### src/rtl/psg_multi_if.sv
// CPU I/O bus view of the PSG register file: chip select, direction, address and
// both data directions. The CPU side is the master; the PSG is the slave.
interface psg_multi_if #(
  parameter int ADDR_W = 6
) ();
  logic              snd_cs;
  logic              cpu_rwn;
  logic [ADDR_W-1:0] AB;
  logic [7:0]        dbus_in;
  logic [7:0]        dbus_out;

  modport master (output snd_cs, cpu_rwn, AB, dbus_in, input dbus_out);
  modport slave  (input snd_cs, cpu_rwn, AB, dbus_in, output dbus_out);
endinterface

### src/rtl/psg_multi.sv
// N-channel square-wave PSG with per-channel stereo pan, length timer, volume envelope,
// a saturating registered L/R mixer and a mute-status readback register.
module psg_multi #(
  parameter int NUM_CH = 4,
  parameter int FREQ_W = 11,
  parameter int VOL_W  = 4,
  parameter int OUT_W  = 6,
  parameter int ADDR_W = 6
) (
  input  logic             clk,
  input  logic             reset_n,
  input  logic             ce,
  input  logic             frame_tick,
  psg_multi_if.slave       bus,
  output logic [OUT_W-1:0] L,
  output logic [OUT_W-1:0] R
);

  localparam int CH_W  = ADDR_W - 3;
  localparam int SUM_W = VOL_W + $clog2(NUM_CH) + 1;
  localparam int CMP_W = (SUM_W > OUT_W) ? SUM_W : OUT_W;
  localparam logic [CMP_W-1:0] OUT_MAX = CMP_W'((1 << OUT_W) - 1);

  typedef enum logic [2:0] {
    OFF_FREQ_LO = 3'd0,
    OFF_FREQ_HI = 3'd1,
    OFF_VDUTY   = 3'd2,
    OFF_LENGTH  = 3'd3,
    OFF_ENV     = 3'd4,
    OFF_PAN     = 3'd5
  } reg_off_e;

  // Per-channel state
  logic [FREQ_W-1:0] freq    [NUM_CH];
  logic [FREQ_W-1:0] cnt     [NUM_CH];
  logic [3:0]        phase   [NUM_CH];
  logic [VOL_W-1:0]  vol     [NUM_CH];
  logic [1:0]        duty    [NUM_CH];
  logic [7:0]        timer   [NUM_CH];
  logic [2:0]        env_per [NUM_CH];
  logic [2:0]        env_div [NUM_CH];
  logic [1:0]        pan     [NUM_CH];
  logic [NUM_CH-1:0] sw, ign, pend, mute, env_up;
  logic              sys_div;

  logic              wr_strobe, rd_strobe;
  logic [CH_W-1:0]   ch_sel;
  reg_off_e          reg_off;
  logic [NUM_CH-1:0] wr_ch;
  logic [NUM_CH-1:0] live;
  logic [7:0]        status;
  logic [3:0]        phase_nx   [NUM_CH];
  logic [3:0]        duty_dc    [NUM_CH];
  logic [2:0]        env_div_nx [NUM_CH];
  logic [VOL_W-1:0]  ch_out     [NUM_CH];
  logic [CMP_W-1:0]  sum_l, sum_r;

  assign wr_strobe = ce & bus.snd_cs & ~bus.cpu_rwn;
  assign rd_strobe = ce & bus.snd_cs & bus.cpu_rwn;
  assign ch_sel    = bus.AB[ADDR_W-1:3];
  assign reg_off   = reg_off_e'(bus.AB[2:0]);
  assign live      = ~mute;
  assign status    = 8'(live);

  // NOTE: combinational blocks use blocking '=' and give every output a default on
  // entry, so no path leaves a value held and no latch is inferred.
  always_comb begin
    wr_ch = '0;
    for (int c = 0; c < NUM_CH; c++) begin
      wr_ch[c]      = wr_strobe && (ch_sel == CH_W'(c));
      phase_nx[c]   = phase[c] + 4'd1;
      env_div_nx[c] = env_div[c] + 3'd1;
      ch_out[c]     = (sw[c] && (!mute[c] || ign[c])) ? vol[c] : '0;
      case (duty[c])
        2'd0:    duty_dc[c] = 4'd1;
        2'd1:    duty_dc[c] = 4'd3;
        2'd2:    duty_dc[c] = 4'd7;
        default: duty_dc[c] = 4'd11;
      endcase
    end
  end

  always_comb begin
    sum_l = '0;
    sum_r = '0;
    for (int c = 0; c < NUM_CH; c++) begin
      if (pan[c][0]) sum_l = sum_l + CMP_W'(ch_out[c]);
      if (pan[c][1]) sum_r = sum_r + CMP_W'(ch_out[c]);
    end
  end

  // NOTE: sequential state uses non-blocking '<=' only; the register bank is reset
  // explicitly because reset must leave no partial channel state behind.
  always_ff @(posedge clk) begin
    if (!reset_n) begin
      sys_div      <= 1'b0;
      sw           <= '0;
      ign          <= '0;
      pend         <= '0;
      mute         <= '0;
      env_up       <= '0;
      bus.dbus_out <= '0;
      for (int c = 0; c < NUM_CH; c++) begin
        freq[c]    <= '0;
        cnt[c]     <= '0;
        phase[c]   <= '0;
        vol[c]     <= '0;
        duty[c]    <= '0;
        timer[c]   <= '0;
        env_per[c] <= '0;
        env_div[c] <= '0;
        pan[c]     <= '0;
      end
    end else if (ce) begin
      sys_div <= ~sys_div;
      if (rd_strobe) bus.dbus_out <= (bus.AB == '1) ? status : 8'd0;

      for (int c = 0; c < NUM_CH; c++) begin
        if (sys_div) begin
          if (cnt[c] == freq[c]) begin
            cnt[c]   <= '0;
            phase[c] <= phase_nx[c];
            if (phase_nx[c] == duty_dc[c])  sw[c] <= 1'b0;
            else if (phase_nx[c] == 4'd15)  sw[c] <= 1'b1;
          end else begin
            cnt[c] <= cnt[c] + FREQ_W'(1);
          end
        end

        if (frame_tick) begin
          if (timer[c] != 8'd0) timer[c] <= timer[c] - 8'd1;
          if (pend[c]) begin
            pend[c] <= 1'b0;
            mute[c] <= 1'b1;
          end
          if (timer[c] == 8'd1) pend[c] <= 1'b1;

          if (env_per[c] != 3'd0) begin
            if (env_div_nx[c] == env_per[c]) begin
              env_div[c] <= '0;
              if (env_up[c]) begin
                if (vol[c] != '1) vol[c] <= vol[c] + VOL_W'(1);
              end else if (vol[c] != '0) begin
                vol[c] <= vol[c] - VOL_W'(1);
              end
            end else begin
              env_div[c] <= env_div_nx[c];
            end
          end
        end

        // Register writes come last so they override a same-cycle tick or counter hit.
        if (wr_ch[c]) begin
          case (reg_off)
            OFF_FREQ_LO: begin
              freq[c][7:0] <= bus.dbus_in;
              cnt[c]       <= '0;
            end
            OFF_FREQ_HI: begin
              freq[c][FREQ_W-1:8] <= bus.dbus_in[FREQ_W-9:0];
              cnt[c]              <= '0;
            end
            OFF_VDUTY: begin
              vol[c]     <= VOL_W'(bus.dbus_in[3:0]);
              duty[c]    <= bus.dbus_in[5:4];
              ign[c]     <= bus.dbus_in[6];
              env_div[c] <= '0;
            end
            OFF_LENGTH: begin
              timer[c] <= bus.dbus_in;
              if (bus.dbus_in != 8'd0) begin
                mute[c] <= 1'b0;
                pend[c] <= 1'b0;
              end else begin
                pend[c] <= 1'b1;
              end
            end
            OFF_ENV: begin
              env_per[c] <= bus.dbus_in[2:0];
              env_up[c]  <= bus.dbus_in[3];
            end
            OFF_PAN: pan[c] <= bus.dbus_in[1:0];
            default: ;
          endcase
        end
      end
    end
  end

  // The mixer runs every clock, independent of ce.
  always_ff @(posedge clk) begin
    if (!reset_n) begin
      L <= '0;
      R <= '0;
    end else begin
      L <= (sum_l > OUT_MAX) ? OUT_MAX[OUT_W-1:0] : sum_l[OUT_W-1:0];
      R <= (sum_r > OUT_MAX) ? OUT_MAX[OUT_W-1:0] : sum_r[OUT_W-1:0];
    end
  end

endmodule
### src/flat_wrapper.sv
// flat-port wrapper written by rule: the top's interface ports become plain ports
module psg_multi_flat 
#(
  parameter int NUM_CH = 4,
  parameter int FREQ_W = 11,
  parameter int VOL_W  = 4,
  parameter int OUT_W  = 6,
  parameter int ADDR_W = 6
)
  (clk, reset_n, ce, frame_tick, L, R, bus_snd_cs, bus_cpu_rwn, bus_AB, bus_dbus_in, bus_dbus_out);
  psg_multi_if #(.ADDR_W(ADDR_W)) bus_i ();
  input  logic clk;
  input  logic reset_n;
  input  logic ce;
  input  logic frame_tick;
  output logic [OUT_W-1:0] L;
  output logic [OUT_W-1:0] R;
  input wire logic [$bits(bus_i.snd_cs)-1:0] bus_snd_cs;
  input wire logic [$bits(bus_i.cpu_rwn)-1:0] bus_cpu_rwn;
  input wire logic [$bits(bus_i.AB)-1:0] bus_AB;
  input wire logic [$bits(bus_i.dbus_in)-1:0] bus_dbus_in;
  output wire logic [$bits(bus_i.dbus_out)-1:0] bus_dbus_out;
  assign bus_i.snd_cs = bus_snd_cs;
  assign bus_i.cpu_rwn = bus_cpu_rwn;
  assign bus_i.AB = bus_AB;
  assign bus_i.dbus_in = bus_dbus_in;
  assign bus_dbus_out = bus_i.dbus_out;
  psg_multi #(.NUM_CH(NUM_CH), .FREQ_W(FREQ_W), .VOL_W(VOL_W), .OUT_W(OUT_W), .ADDR_W(ADDR_W)) u_core (.clk(clk), .reset_n(reset_n), .ce(ce), .frame_tick(frame_tick), .bus(bus_i), .L(L), .R(R));
endmodule
### config.mk
export PLATFORM = sky130hd
export DESIGN_NAME = psg_multi_flat
export DESIGN_NICKNAME = d
export VERILOG_FILES = /design/src/rtl/psg_multi_if.sv /design/src/rtl/psg_multi.sv /design/src/flat_wrapper.sv
export SDC_FILE = /design/constraint.sdc
export NUM_CORES = 1
export LEC_CHECK = 0
export CAP_MARGIN = 20
export CORE_ASPECT_RATIO = 1.5
export CORE_UTILIZATION = 30
export CTS_CLUSTER_DIAMETER = 150
export CTS_CLUSTER_SIZE = 24
export DETAILED_ROUTE_END_ITERATION = 12
export SLEW_MARGIN = 20
export SYNTH_ARGS = -nofsm -noshare
export SYNTH_HDL_FRONTEND = slang
export SYNTH_SLANG_ARGS = --single-unit
### constraint.sdc
create_clock -name clk -period 8.96 [get_ports clk]
set_input_delay 0.896 -clock clk [delete_from_list [all_inputs] [get_ports clk]]
set_output_delay 0.896 -clock clk [all_outputs]
set_load 0.02 [all_outputs]
== Yosys cells after proc, flatten, opt, wreduce, memory -nomap -nowiden ==
Memories as Yosys holds them, arrays and structs flattened.
Cells that the tools add are included.
Operators by class
  eq/ne operators: 41
  reduce and logical (&&, ||, !) cells: 52
  bitwise operators: 78
  muxes and demuxes: 411
  add/subtract/negate cells: 30
  order comparisons: 2
Operators by type and width (number)
  1-bit 2-to-1 mux: 320
  11-bit 2-to-1 mux: 16
  8-bit 2-to-1 mux: 12
  4-bit 2-to-1 mux: 23
  1-bit OR: 72
  3-bit 2-to-1 mux: 20
  4-bit case mux with 3 select lines: 4
  11-bit by 1-bit adder with 11-bit output (second input constant): 4
  11-bit equality test: 4
  7-bit 2-to-1 mux: 6
  8-bit nonzero test: 5
  4-bit by 1-bit adder with 4-bit output (second input constant): 8
  8-bit by 1-bit equality test with 1-bit output (second input constant): 4
  8-bit by 1-bit subtractor with 8-bit output (second input constant): 4
  7-bit by 4-bit adder with 7-bit output: 4
  3-bit AND reduction: 8
  4-bit equality test: 4
  4-bit equality test (second input constant): 4
  2-bit 2-to-1 mux: 8
  4-bit inequality test (second input constant): 4
  4-bit AND reduction: 4
  4-bit nonzero test: 4
  4-bit by 1-bit subtractor with 4-bit output (second input constant): 4
  7-bit by 6-bit greater-than comparator with 1-bit output (second input constant): 2
  21 further kinds: 66
Word-level totals
  register bits: 41
  input port bits: 20
  memory bits (writable): 192
  memories: 9
  word-level logic and storage cells: 641
  output and inout bits: 20
Memory list
  u_core.cnt: depth 4, bits a word 11, read ports 4, clocked after memory_dff 0, write ports 4, RTL line psg_multi.sv:35  | logic [FREQ_W-1:0] cnt [NUM_CH];
  u_core.freq: depth 4, bits a word 11, read ports 4, clocked after memory_dff 0, write ports 4, RTL line psg_multi.sv:34  | logic [FREQ_W-1:0] freq [NUM_CH];
  u_core.timer: depth 4, bits a word 8, read ports 4, clocked after memory_dff 0, write ports 4, RTL line psg_multi.sv:39  | logic [7:0] timer [NUM_CH];
  u_core.phase: depth 4, bits a word 4, read ports 4, clocked after memory_dff 0, write ports 4, RTL line psg_multi.sv:36  | logic [3:0] phase [NUM_CH];
  u_core.vol: depth 4, bits a word 4, read ports 4, clocked after memory_dff 0, write ports 4, RTL line psg_multi.sv:37  | logic [VOL_W-1:0] vol [NUM_CH];
  u_core.env_div: depth 4, bits a word 3, read ports 4, clocked after memory_dff 0, write ports 4, RTL line psg_multi.sv:41  | logic [2:0] env_div [NUM_CH];
  +3 memories

== Longest topological paths before layout ==
Gate-level depths: netlist (run 1).
  word-level depth: 13
  gate-level depth with buffers: 19
  gate-level depth less buffers: 19

== Least setup slack after synthesis (run 1) ==
Ideal clock, no wire load.
  path kind: reg-to-reg
  from: register u_core.ign[1]
  to: register u_core.R[4]
  arrival: 3.903 ns
  period minus slack after synthesis: 4.032 ns
  stages on the path, launching flop included: 18
  setup slack: 4.928 ns
  path buffers: 0
  cell sequence: dfxtp_1 -> and2b_1 -> nor3_1 -> ha_1 -> a21o_1 -> maj3_1 -> xnor2_1 -> a21oi_1 -> ha_1 -> xnor2_1 -> mux2_2 -> ha_1 -> a21oi_1 -> nand2_1 -> nand2_1 -> and3_1 -> o211ai_1 -> o41ai_1
On the way
  cells in the longest elaborated chain, start to end: 11
RTL lines
  start, declared: RTL line psg_multi.sv:43  | logic [NUM_CH-1:0] sw, ign, pend, mute, env_up;
  start signal, assigned by index: RTL line psg_multi.sv:166  | ign[c] <= bus.dbus_in[6];
  1-bit logical OR *: RTL line psg_multi.sv:73  | ch_out[c] = (sw[c] && (!mute[c] || ign[c])) ? vol[c] : '0;
  1-bit logical AND *: RTL line psg_multi.sv:73
  4-bit 2-to-1 mux *: RTL line psg_multi.sv:73
  4-bit by 4-bit adder with 5-bit output *: RTL line psg_multi.sv:88  | if (pan[c][1]) sum_r = sum_r + CMP_W'(ch_out[c]);
  7-bit 2-to-1 mux *: RTL line psg_multi.sv:88
  7-bit by 4-bit adder with 7-bit output: RTL line psg_multi.sv:88
  7-bit 2-to-1 mux *: RTL line psg_multi.sv:88
  7-bit by 4-bit adder with 7-bit output: RTL line psg_multi.sv:88
  7-bit 2-to-1 mux *: RTL line psg_multi.sv:88
  7-bit by 6-bit greater-than comparator with 1-bit output: RTL line psg_multi.sv:197  | R <= (sum_r > OUT_MAX) ? OUT_MAX[OUT_W-1:0] : sum_r[OUT_W-1:0];
  6-bit 2-to-1 mux *: RTL line psg_multi.sv:197
  end signal, assigned: RTL line psg_multi.sv:197
  end, declared: RTL line psg_multi.sv:16  | output logic [OUT_W-1:0] R
Mark *: on every way between the ends. The rest lies on a longest branch, timed or not.
A chain may end at the register's enable or synchronous reset.

== Final worst setup path (run 1) ==
  from: register u_core.ign[1]
  to: register u_core.R[2]
Same word-level chain as after synthesis.

==> impl_results.md, run 1 <==
* Top_reg_cell synth: edfxtp_1
* Mean number of vias per cell at around 5.1
* Core Area at 44,800 um^2
* Worst skew pair latency at about 0.51 ns
* Largest fanout on the critical path at 5
* Fmax at approximately 220 MHz
* Leak pwr at roughly 5.4 nW
* RSZ-0062 raised after global routing: false
* Crit-path cells: and2b_1, nor3_1, ha_1, a21o_1, maj3_1, xnor2_1, a21oi_1, ha_1, xnor2_1, mux2_2, ha_1, a21oi_1, nand2_1, nand2_1, nor3_1, o221a_2
* Synth warn at 0
* Crit-path max cell delay at roughly 0.58 ns
* Slowest cell on crit path: nor3_1
* GRT Overall Usage at ~15%
* Crit Path Class: register to register
* Critical Path Sink Type: register
* Slew headroom at 29.7%
* Antenna violations before repair at 0
* Root Buffer: clkbuf_16
* Register area at ~6500 um^2
* Routed WL at between 30,000 and 40,000 um
* Diodes inserted at 0
* Syn Inst Count at ~1.4k
* 1st-iter DRT viols at between 600 and 700
* Clk sinks at around 230
* H-Tree Level Count at 1
* Post-synth EDFFs at approximately 190
* CTS resizes at 0
* GP Congestion at about 0.84
* Multi-input gate area at ~6700 um^2
* DIE WIDTH at 176 um
* Worst EP required at approximately 9.4 ns
* Ys async rst share at 0%
* CP startpoint kind: register
* Post-CTS Setup Bufs at 0
* Register area share after synthesis at a little under half
* Total congestion overflow at 0
* Setup violators final at 0
* Fin. max-slew vios at 0
* # IOs at 40
* Final period utilization at 50.6%
* Clk buf depth at 3
* Cts bufs inserted at 13
* Mapped Area at 13,600 um^2
* Die area at around 46,000 um^2
* Area growth syn-to-layout at 9.99%
* Synth top area share at 42.4%
* Drt drc at 0
* Site row count at 95
* Final Hold Vio Count at 0
* Worst IR Drop VDD at ~88 uV
* Avg Cell Area, Syn at 10.1 um^2
* Hold_buf cts at 0
* Layout net count at about 1.5k
* CTS tree: yes
* Status: completed
* Layout cells sized above 1 at 3.70%
* Fillers at roughly 4.5k
* Critical Path AT at ~5.0 ns
* Die Y at roughly 260 um
* Routed Antenna Nets at 0
* Clk pin slew, worst setup/hold paths at ~0.11 ns
* Synth area leader: edfxtp_1
* Post-DR wirelength/cell at approximately 17 um
* Largest net degree at the start of global routing at 34
* Hold Path Class: register to register
* Drt pass-1 iters at 5
* Vias in the first global route at between 10k and 15k
* P per Cell Area at roughly 140 nW/um^2
* Hold Slack at 0.464 ns
* Cell mode on critical path: ha_1
* Starting density of the core at between 30% and 40%
* Setup TNS at 0 ns
* First-pass GRT wire length at 54,100 um
* DR vias at between 10k and 15k
* Max capacitance violation total at 0
* Port Buffer Count at 35
* Clock Skew at 0.0154 ns
* Detailed Place HPWL at 24,900 um
* Top post-synthesis cells by area: edfxtp_1, xnor2_1, ha_1
* Unique masters post-synth at 71
* Worst-margin pin slew at 1.04 ns
* Post-layout minimum cycle time at 4.53 ns
* FF+latch count, synth at between 200 and 250
## registers in the layout, indices dropped and copies added, names as in the netlist, 6 cells and up
signal / count
u_core.cnt: 44
u_core.freq: 44
u_core.timer: 32
u_core.phase: 16
u_core.vol: 16
u_core.env_div: 12
u_core.env_per: 12
u_core.duty: 8
u_core.pan: 8
u_core.L: 6
u_core.R: 6
## worst paths after layout
path / end / slack (ns) / cells after the start / start
max reg2reg: u_core.R[2]$_SDFF_PN0_ / 4.43 / 16 / u_core.ign[1]$_SDFFE_PN0P_
max: u_core.R[2]$_SDFF_PN0_ / 4.43 / 16 / u_core.ign[1]$_SDFFE_PN0P_
min reg2reg: u_core.ign[2]$_SDFFE_PN0P_ / 0.46 / 2 / u_core.ign[2]$_SDFFE_PN0P_
min: u_core.ign[2]$_SDFFE_PN0P_ / 0.46 / 2 / u_core.ign[2]$_SDFFE_PN0P_
## metrics by stage
| step | total power, mW | worst slack [ns] | utilization, % | area (um^2) | cells |
|---|---|---|---|---|---|
| after detailed placement | 1.51 | 4.44 | 32.6 | 14600 | 1936 |
| after global placement | 1.50 | 4.52 | 32.6 | 14600 | 1936 |
| after global routing | 2.21 | 4.10 | 33.4 | 15000 | 1959 |
| after floorplan | 1.43 | 4.93 | - | 13600 | 1353 |
| final | 2.13 | 4.43 | 33.4 | 15000 | 1959 |
| after CTS | 2.16 | 4.41 | 33.4 | 15000 | 1958 |
## final cells by class
type	instances	area share, %
Sequential cell	229	43.5
Tap cell	582	4.86
Multi-Input combinational cell	1019	44.7
Clock buffer	20	2.35
Timing Repair Buffer	48	2.94
Clock inverter	2	0.167
Inverter	59	1.48
## where the power goes
group / internal (mW) / switching [mW]
Sequential: 1.21 / 0.0542
Clock: 0.281 / 0.367
Combinational: 0.0898 / 0.133
## per-layer routing
layer,global-route usage (%),vias up,wire length (um)
met1,16.4,4884,13200
met5,0,-,0
met4,8.08,0,1650
met3,1.32,82,1120
met2,27.7,213,18000
li1,-,4861,-
## worst max-delay path: cells and delay by family (launching register included)
family,cells,cell delay [ns]
AOI/OAI and AO/OA,4,0.83
muxes,1,0.29
adders and majority gates,4,1.36
xor gates and xnor gates,2,0.28
DFF,1,0.35
and+or+nand+nor,5,1.34
## Yosys cell counts, types with 36 or more instances
cell type    n
dfxtp_1     37
a21oi_1     46
nand3_1     61
inv_1       59
xor2_1      53
edfxtp_1   192
xnor2_1     98
and2_1      56
and3_1      47
clkbuf_1    36
nand2_1    114
nor3_1      36
ha_1        63
nor2_1     142
o21ai_0     73
## cell usage in the layout (no fill, tap or decap), drive strengths merged, types with 20 or more instances in the layout
cell type	count
a21oi	46
and2	56
and3	47
clkbuf	20
clkdlybuf4s50	34
dfxtp	37
edfxtp	192
ha	63
inv	60
nand2	114
nand3	63
nor2	145
nor3	37
o21ai	76
xnor2	99
xor2	53
## cells by family after synthesis
group                    synth area share, %
multiplexers                            1.20
AND/OR/NAND/NOR                         20.7
other                                 0.0276
XOR/XNOR                                9.84
buffers and inverters                   3.07
adder cells (fa/ha/maj)                 7.19
flip-flops                              47.8
AO/OA/AOI/OAI                           10.2
Note: power is estimated with default switching activity, not from simulation.
==> inputs of run 2 (changes only) <==
Clock period 8.96 ns to 3.9 ns, I/O delays scaled along.
==> impl_results.md, run 2 (synthesis gave the netlist of run 1 again) <==
* Fin. max-slew vios at 0 (unchanged)
* Crit-path cells: and2b_2, nor3_4, ha_2, fa_1, nand2_2, o41ai_4, ha_1, a21o_1, a21oi_2, xor2_1, a21oi_2, a211o_1, ha_4, a21oi_4, nand2_2, and2_1, o311a_1 (was and2b_1, nor3_1, ha_1, a21o_1, maj3_1, xnor2_1, a21oi_1, ha_1, xnor2_1, mux2_2, ha_1, a21oi_1, nand2_1, nand2_1, nor3_1, o221a_2)
* Layout net count at 1,533 (was 1,462)
* Clk sinks at 229 (unchanged)
* Largest net degree at the start of global routing at 42 (was 34)
* Commonest cells after routing, fill and taps aside: edfxtp_1, nor2_1, nand2_1 (unchanged)
* Worst r2r path cells at 17 (was 16)
* Port Buffer Count at 35 (unchanged)
* Die area at 46,200 um^2 (unchanged)
* Worst-margin pin slew at 1.17 ns (was 1.04 ns)
* Fin cells at 2,030 (was 1,959)
* Post-route cell area at 15,900 um^2 (was 15,000 um^2)
* Layout cells sized above 1 at 11.8% (was 3.70%)
* GP Congestion at 0.864 (was 0.836)
* Routed Antenna Nets at 0 (unchanged)
* Starting density of the core at 30.4% (unchanged)
* Area growth syn-to-layout at 16.6% (was 9.99%)
* First-pass GRT wire length at 56,300 um (was 54,100 um)
* Hold Slack at 0.299 ns (was 0.464 ns)
* Max capacitance violation total at 0 (unchanged)
* Leak pwr at 5.87 nW (was 5.44 nW)
* Vias in the first global route at 10.6k (was 10.2k)
* Cts bufs inserted at 13 (unchanged)
* Critical Path Sink Type: register (unchanged)
* Setup TNS at -0.0145 ns (was 0 ns)
* Final Hold Vio Count at 0 (unchanged)
* GRT Overall Usage at 15.6% (was 14.9%)
* Diodes inserted at 0 (unchanged)
* Biggest regs: u_core.cnt: 44 flops, u_core.freq: 44 flops, u_core.timer: 32 flops (unchanged)
* 1st-iter DRT viols at 640 (was 669)
* Post-DR wirelength/cell at 17.8 um (was 17.3 um)
* Failing checks: setup timing
* GR Util met1 at 16.7% (was 16.4%)
* DIE WIDTH at 176 um (unchanged)
* Clock Skew at 0.0293 ns (was 0.0154 ns)
* Placement-stage cell area at 15,000 um^2 (was 14,600 um^2)
* Total congestion overflow at 0 (unchanged)
* Critical Path AT at 4.31 ns (was 4.99 ns)
* DR vias at 10.4k (was 10.0k)
* Hold Path Cell Cnt at 2 (unchanged)
* Mean number of vias per cell at 5.12 (was 5.13)
* Status: complete, but fails checks (was completed)
* Root Buffer: clkbuf_16 (unchanged)
* Antenna violations before repair at 0 (unchanged)
* Worst IR Drop VDD at 226 uV (was 87.6 uV)
* Die Y at 263 um (unchanged)
* Setup violators final at 1 (was 0)
* CP startpoint kind: register (unchanged)
* Met2 usage at 29.1% (was 27.7%)
* Core Area at 44,800 um^2 (unchanged)
* Routed WL at 36,000 um (was 33,900 um)
* Clk buf depth at 3 (unchanged)
* P per Cell Area at 311 nW/um^2 (was 143 nW/um^2)
* Drt pass-1 iters at 5 (unchanged)
* Post-layout minimum cycle time at 3.91 ns (was 4.53 ns)
* Detailed Place HPWL at 25,900 um (was 24,900 um)
* # IOs at 40 (unchanged)
* H-Tree Level Count at 1 (unchanged)
* Reg2Reg Setup Slack at -0.01 ns (was 4.43 ns)
* Crit-path max cell delay at 0.43 ns (was 0.58 ns)
* Site row count at 95 (unchanged)
* Most common cell after layout, fill and taps aside: edfxtp_1 (unchanged)
* Hold Path Class: input port to register (was register to register)
* Cells after DPL at 1,991 (was 1,936)
* Final period utilization at 100% (was 50.6%)
* Crit Path Class: register to register (unchanged)
* Met3 usage at 1.79% (was 1.32%)
* CTS tree: yes (unchanged)
* Setup ws final at -0.0145 ns (was 4.43 ns)
* GRT busiest layer: met2 (unchanged)
* Fmax at 255 MHz (was 221 MHz)
* Drt drc at 0 (unchanged)
* RSZ-0062 raised after global routing: true (was false)
* Slowest cell on crit path: fa_1 (was nor3_1)
* Worst EP required at 4.30 ns (was 9.42 ns)
* Slew headroom at 20.1% (was 29.7%)
* Largest fanout on the critical path at 3 (was 5)
* Clk pin slew, worst setup/hold paths at 0.10 ns (was 0.11 ns)
* Post-layout util at 35.4% (was 33.4%)
* Worst skew pair latency at 0.52 ns (was 0.51 ns)
[run 2: layout make-up]
type / count / area [um^2]
flip-flops and latches: 229 / 6510
well taps: 582 / 728
clock buffers: 20 / 352
fillers: 4417 / 28900
clock inverters: 2 / 25.0
repair buffers: 119 / 983
multi-input cells: 1019 / 7050
inverters: 59 / 221
[run 2: path summary, 6_finish.rpt]
check                              startpoint                     endpoint
hold / removal                        reset_n    u_core.sw[2]$_SDFFE_PN0P_
setup / recovery   u_core.ign[1]$_SDFFE_PN0P_       u_core.L[4]$_SDFF_PN0_
setup reg to reg   u_core.ign[1]$_SDFFE_PN0P_       u_core.L[4]$_SDFF_PN0_
hold reg to reg   u_core.pend[1]$_SDFFE_PN0P_  u_core.pend[1]$_SDFFE_PN0P_
[run 2: metrics by stage]
step / power (mW) / setup WS (ns)
2_1_floorplan: 3.29 / 0.0663
3_5_place_dp: 3.49 / -0.107
5_1_grt: 5.12 / -0.192
6_report: 4.93 / -0.0145
4_1_cts: 4.96 / 0.00779
3_3_place_gp: 3.48 / -0.0804
[run 2: layer usage]
metal | wire (um) | share of wire, %
met4 | 2120 | 5.9
met5 | 0 | 0
met1 | 13700 | 38
met3 | 1380 | 3.8
met2 | 18800 | 52
[run 2: where the power goes]
group	switching, mW	internal, mW
clock network	0.826	0.644
registers	0.124	2.78
logic	0.328	0.231
total	1.28	3.65
[run 2: worst max-delay path: cells and delay by family, from the launching register on]
family | cells | cell delay (ns)
DFF | 1 | 0.34
xor gates and xnor gates | 1 | 0.19
AOI/OAI and AO/OA | 7 | 1.34
and+or+nand+nor | 5 | 0.73
adders and majority gates | 4 | 1.23
[run 2: what timing repair did]
item,CTS,global route
buffers inserted,11,8
gates resized for setup,21,49
hold buffers,0,0
setup endpoints to repair,7,12
pin swaps,7,45
